`src/rtl/pos_onehot_pulser.sv`:
```
// pos_onehot_pulser
//   Turns a stream of bit positions (the code a priority encoder emits) back into
//   a one-hot vector, driven as a pulse of HOLD cycles. Consecutive pulses are
//   separated by GAP all-zero cycles. A one-entry input buffer lets a new
//   position be accepted while the current pulse is still being driven.
//
// Ports
//   clk        rising-edge clock
//   rst_n      asynchronous reset, active low
//   in_valid   in_pos is valid
//   in_ready   an in_pos can be accepted this cycle
//   in_pos     bit index to assert
//   onehot     registered pulse output, all-zero while not driving
//   out_valid  onehot carries a pulse
//   busy       a pulse or gap is in progress, or the buffer holds an entry
//   err        sticky: an out-of-range in_pos (>= W) was accepted
module pos_onehot_pulser #(
  parameter int unsigned W    = 8,
  parameter int unsigned PW   = $clog2(W),
  parameter int unsigned HOLD = 4,
  parameter int unsigned GAP  = 1
) (
  input  logic          clk,
  input  logic          rst_n,
  input  logic          in_valid,
  output logic          in_ready,
  input  logic [PW-1:0] in_pos,
  output logic [W-1:0]  onehot,
  output logic          out_valid,
  output logic          busy,
  output logic          err
);

  localparam int unsigned   MAXC    = (HOLD > GAP) ? HOLD : GAP;
  localparam int unsigned   CW      = $clog2(MAXC + 1);
  localparam logic [CW-1:0] HOLD_LD = CW'(HOLD - 1);
  localparam logic [CW-1:0] GAP_LD  = (GAP > 0) ? CW'(GAP - 1) : '0;
  localparam logic [PW:0]   W_LIM   = (PW + 1)'(W);
  localparam logic [W-1:0]  ONE     = W'(1);

  typedef enum logic [1:0] {
    S_IDLE,
    S_DRIVE,
    S_GAP
  } state_e;

  state_e        state_q;
  logic [CW-1:0] cnt_q;
  logic [PW-1:0] buf_pos_q;
  logic          buf_full_q;
  logic [W-1:0]  onehot_q;
  logic          out_valid_q;
  logic          err_q;

  logic cnt_zero;
  logic load;
  logic accept;
  logic pos_ok;

  // load: the FSM takes the buffered position this cycle. in_ready depends only
  // on state, so a full buffer being drained can be refilled in the same cycle.
  always_comb begin
    cnt_zero = (cnt_q == '0);
    load     = 1'b0;
    unique case (state_q)
      S_IDLE:  load = buf_full_q;
      S_DRIVE: load = cnt_zero && (GAP == 0) && buf_full_q;
      S_GAP:   load = cnt_zero && buf_full_q;
      default: load = 1'b0;
    endcase
  end

  assign in_ready = ~buf_full_q | load;
  assign accept   = in_valid & in_ready;
  // Only reachable when W is not a power of two.
  assign pos_ok   = ({1'b0, in_pos} < W_LIM);

  always_ff @(posedge clk or negedge rst_n) begin
    if (!rst_n) begin
      state_q     <= S_IDLE;
      cnt_q       <= '0;
      buf_pos_q   <= '0;
      buf_full_q  <= 1'b0;
      onehot_q    <= '0;
      out_valid_q <= 1'b0;
      err_q       <= 1'b0;
    end else begin
      // Buffer: a valid accept wins over a simultaneous load so the entry stays full.
      if (accept && pos_ok) begin
        buf_pos_q  <= in_pos;
        buf_full_q <= 1'b1;
      end else if (load) begin
        buf_full_q <= 1'b0;
      end
      if (accept && !pos_ok) begin
        err_q <= 1'b1;
      end

      unique case (state_q)
        S_IDLE: begin
          if (load) begin
            onehot_q    <= ONE << buf_pos_q;
            out_valid_q <= 1'b1;
            cnt_q       <= HOLD_LD;
            state_q     <= S_DRIVE;
          end
        end
        S_DRIVE: begin
          if (!cnt_zero) begin
            cnt_q <= cnt_q - 1'b1;
          end else if (GAP > 0) begin
            onehot_q    <= '0;
            out_valid_q <= 1'b0;
            cnt_q       <= GAP_LD;
            state_q     <= S_GAP;
          end else if (load) begin
            // Back-to-back pulse with no idle cycle in between.
            onehot_q <= ONE << buf_pos_q;
            cnt_q    <= HOLD_LD;
          end else begin
            onehot_q    <= '0;
            out_valid_q <= 1'b0;
            state_q     <= S_IDLE;
          end
        end
        S_GAP: begin
          if (!cnt_zero) begin
            cnt_q <= cnt_q - 1'b1;
          end else if (load) begin
            onehot_q    <= ONE << buf_pos_q;
            out_valid_q <= 1'b1;
            cnt_q       <= HOLD_LD;
            state_q     <= S_DRIVE;
          end else begin
            state_q <= S_IDLE;
          end
        end
        default: state_q <= S_IDLE;
      endcase
    end
  end

  assign onehot    = onehot_q;
  assign out_valid = out_valid_q;
  assign busy      = (state_q != S_IDLE) | buf_full_q;
  assign err       = err_q;

endmodule
```
`config.mk`:
```
export PLATFORM = sky130hd
export DESIGN_NAME = pos_onehot_pulser
export DESIGN_NICKNAME = d
export VERILOG_FILES = /design/src/rtl/pos_onehot_pulser.sv
export SDC_FILE = /design/constraint.sdc
export NUM_CORES = 1
export LEC_CHECK = 0
export CAP_MARGIN = 0
export CELL_PAD_IN_SITES_DETAIL_PLACEMENT = 1
export CELL_PAD_IN_SITES_GLOBAL_PLACEMENT = 1
export CORE_MARGIN = 2
export CORE_UTILIZATION = 43
export CTS_CLUSTER_DIAMETER = 120
export CTS_CLUSTER_SIZE = 24
export DETAILED_ROUTE_END_ITERATION = 7
export DONT_BUFFER_PORTS = 1
export PLACE_DENSITY = 0.72
export SLEW_MARGIN = 10
export SYNTH_ARGS = -nofsm -noshare
export SYNTH_HDL_FRONTEND = slang
export SYNTH_SLANG_ARGS = --single-unit
```
`constraint.sdc`:
```
create_clock -name clk -period 1.75 [get_ports clk]
set_input_delay 0.35 -clock clk [delete_from_list [all_inputs] [get_ports clk]]
set_output_delay 0.35 -clock clk [all_outputs]
set_load 0.03 [all_outputs]
```
==> impl_metrics.csv <==
group,metric,value,unit
run_status,outcome,"complete, but fails checks",
run_status,violations,"setup timing",
route,wl,2.47,mm
setup_path,start_kind,"flop",
route,firstDrtPassIters,4,
die,die_y,52.7,um
route,wl_per_cell,17.4,um
clocking,cts.htree.levels,1,
synthesis,ys_ff_latch,18,
clocking,cts_buffer_depth,2,
finish,fillCellCount,232,
synthesis,synth_top_flop_cell,"dfrtp_1",
sta,hold_viol_final,0,
die,dieArea,2780,um^2
grt,grt_max_degree,19,
grt,track_usage,20.3,%
place,io_buffer_count,0,
finish,regArea,452,um^2
die,die-width,52.7,um
finish,finish.utilization,61.0,%
die,rows,17,
route,initialDrtViolationCount,8,
setup_path,worstSetupPathType,"flop to primary output",
grt,grt_pass1_vias,852,
route,drc,0,
sta,tns,-1240,ps
route,ant_nets,0,
power_and_ir_drop,ir_worst_vdd,0.00128,V
finish,multi_input_area,654,um^2
sta,finalWorstSetupSlack,-158,ps
synthesis,netlist_area,1020,um^2
clocking,cts_sinks,18,
synthesis,synth-edff-count,0,
route,routed_via_density,5.76,
setup_path,cp_max_fo,4,
sta,finalCritPeriodShare,109,%
setup_path,critical_path_required,1400,ps
grt,antenna_found_initial,0,
grt,grt_overflow,0,
clocking,cts_made_buffers,3,
min_path,hold_path_class,"input port to flop",
synthesis,ys_types,35,
sta,setup-violations-final,13,
die,initial_utilization,45.7,%
power_and_ir_drop,p_per_area,2170,nW/um^2
finish,drive_gt1_share,46.5,%
die,ioPinCount,18,
flow_run,maxCapViolations,0,
sta,min_period,1910,ps
sta,finClkSkew,3.48,ps
synthesis,syn_nets,104,
clocking,cts_tree,"built",
finish,final_nets,128,
synthesis,synth_area_per_cell,11.1,um^2
route,vias,818,
synthesis,postSynth.asyncResetShare,100,%
clocking,clk_pin_slew_worst_paths,100,ps
setup_path,arrival,1560,ps
power_and_ir_drop,power.leakage,0.000634,uW
sta,grt_setup_unrepaired,"yes",
setup_path,end_kind,"primary output",
sta,slew_violations,0,
clocking,clock_latency,280,ps
clocking,cts_root_buf,"clkbuf_4",
die,coreArea,2230,um^2
synthesis,ys_warn_count,0,
sta,slew_headroom,44.9,%
sta,fmax,524,MHz
finish,syn_to_final_growth,33.5,%
synthesis,synth_cells,92,
power_and_ir_drop,p_total,2950,uW
synthesis,synth_seq_area_share,44.2,%
sta,worstMarginPinSlew,824,ps
finish,n_antenna_cell,0,
grt,grt_pass1_wl,4.00,mm
place,gp_congestion,0.882,
place,dp.final_hpwl,1.69,mm
## metal layers
layer,global-route usage (%),vias to the layer above,routed length (um)
met5,0,-,0
met4,11.1,0,34
met3,3.43,4,65
met2,31.3,12,1260
met1,26.9,420,1120
li1,-,382,-
## report_power, final
part | switching (uW) | internal [uW] | total [uW] | leakage [uW]
clock network | 118 | 79.9 | 198 | 0.0000138
registers | 334 | 584 | 918 | 0.000227
logic | 811 | 1030 | 1840 | 0.000393
total | 1260 | 1690 | 2950 | 0.000634
## critical path, stage by stage, from the launching register on
cell	delay [ps]
dfrtp_2	420
inv_2	60
ha_4	170
buf_6	110
and3b_2	200
or2_4	300
## final timing paths
kind	slack (ps)	depth (start not counted)	start	endpoint
worst min register to register	600	2	cnt_q[1]$_DFFE_PN0N_	cnt_q[1]$_DFFE_PN0N_
worst min-delay path	170	1	in_valid	buf_full_q$_DFFE_PN0P_
worst max-delay path	-160	5	state_q[0]$_DFFE_PN0P_	in_ready
min in group asynchronous	600	1	rst_n	onehot[5]$_DFFE_PN0P_
worst max register to register	-130	6	state_q[1]$_DFFE_PN0P_	onehot[6]$_DFFE_PN0P_
max in group asynchronous	590	1	rst_n	state_q[0]$_DFFE_PN0P_
## through the flow
| stage | setup slack, ps | hold WS [ps] | std cells | area (um^2) |
|---|---|---|---|---|
| 5_1_grt | -224 | 160 | 142 | 1360 |
| 3_5_place_dp | -160 | 54.6 | 133 | 1160 |
| 4_1_cts | -173 | 166 | 140 | 1280 |
| 6_report | -158 | 172 | 142 | 1360 |
| 3_3_place_gp | -99.4 | 54.7 | 133 | 1160 |
| 2_1_floorplan | -70.8 | 54.4 | 92 | 1020 |
## cells in the mapped netlist, types with 2 or more instances
cell      instances  area [um^2]
buf_4             2         15.0
clkbuf_1          2         7.51
mux2_2           12          135
inv_1             4         15.0
nor2_1            3         11.3
nor4b_1           3         26.3
a221oi_1          2         17.5
dfrtp_1          18          450
nand4b_1          2         17.5
nor4bb_1          2         20.0
nand2_1           2         7.51
o21ai_0           6         30.0
nor3_1            2         10.0
nand2b_1          5         31.3
ha_1              6         75.1
a21oi_1           2         10.0
## final cells by class
type | instances | share of cell area [%]
Sequential cell | 18 | 33.2
Tap cell | 28 | 2.57
Inverter | 4 | 1.10
Clock buffer | 3 | 1.65
Multi-Input combinational cell | 66 | 48.1
Timing Repair Buffer | 23 | 13.4
## repair_timing
action,CTS,global route
pin swaps,3,6
hold endpoints to repair,18,0
hold buffers,1,0
resized for setup,15,18
setup buffers,3,3
endpoints found under the setup margin,14,15
## state kept, by name (all words and copies together), names as in the netlist
signal and cells:
state_q 2, buf_pos_q 3, buf_full_q 1, onehot 8, cnt_q 3, out_valid 1
## logic make-up after synthesis
kind of cell | after synthesis | synth area share [%]
buffers and inverters | 8 | 3.68
other | 1 | 0.368
adders and majority gates | 6 | 7.36
and+or+nand+nor | 29 | 19.3
AOI/OAI and AO/OA | 17 | 10.9
muxes | 13 | 14.2
DFF | 18 | 44.2
## placed cells by master, fill, tap and decap left out, types with 3 or more instances in the layout
master,n
buf_4,20
clkbuf_4,3
dfrtp_1,17
ha_4,3
mux2_4,11
nand2b_1,3
nor2_1,3
nor4b_1,3
o21ai_0,4
(Power assumes the default switching activity.)
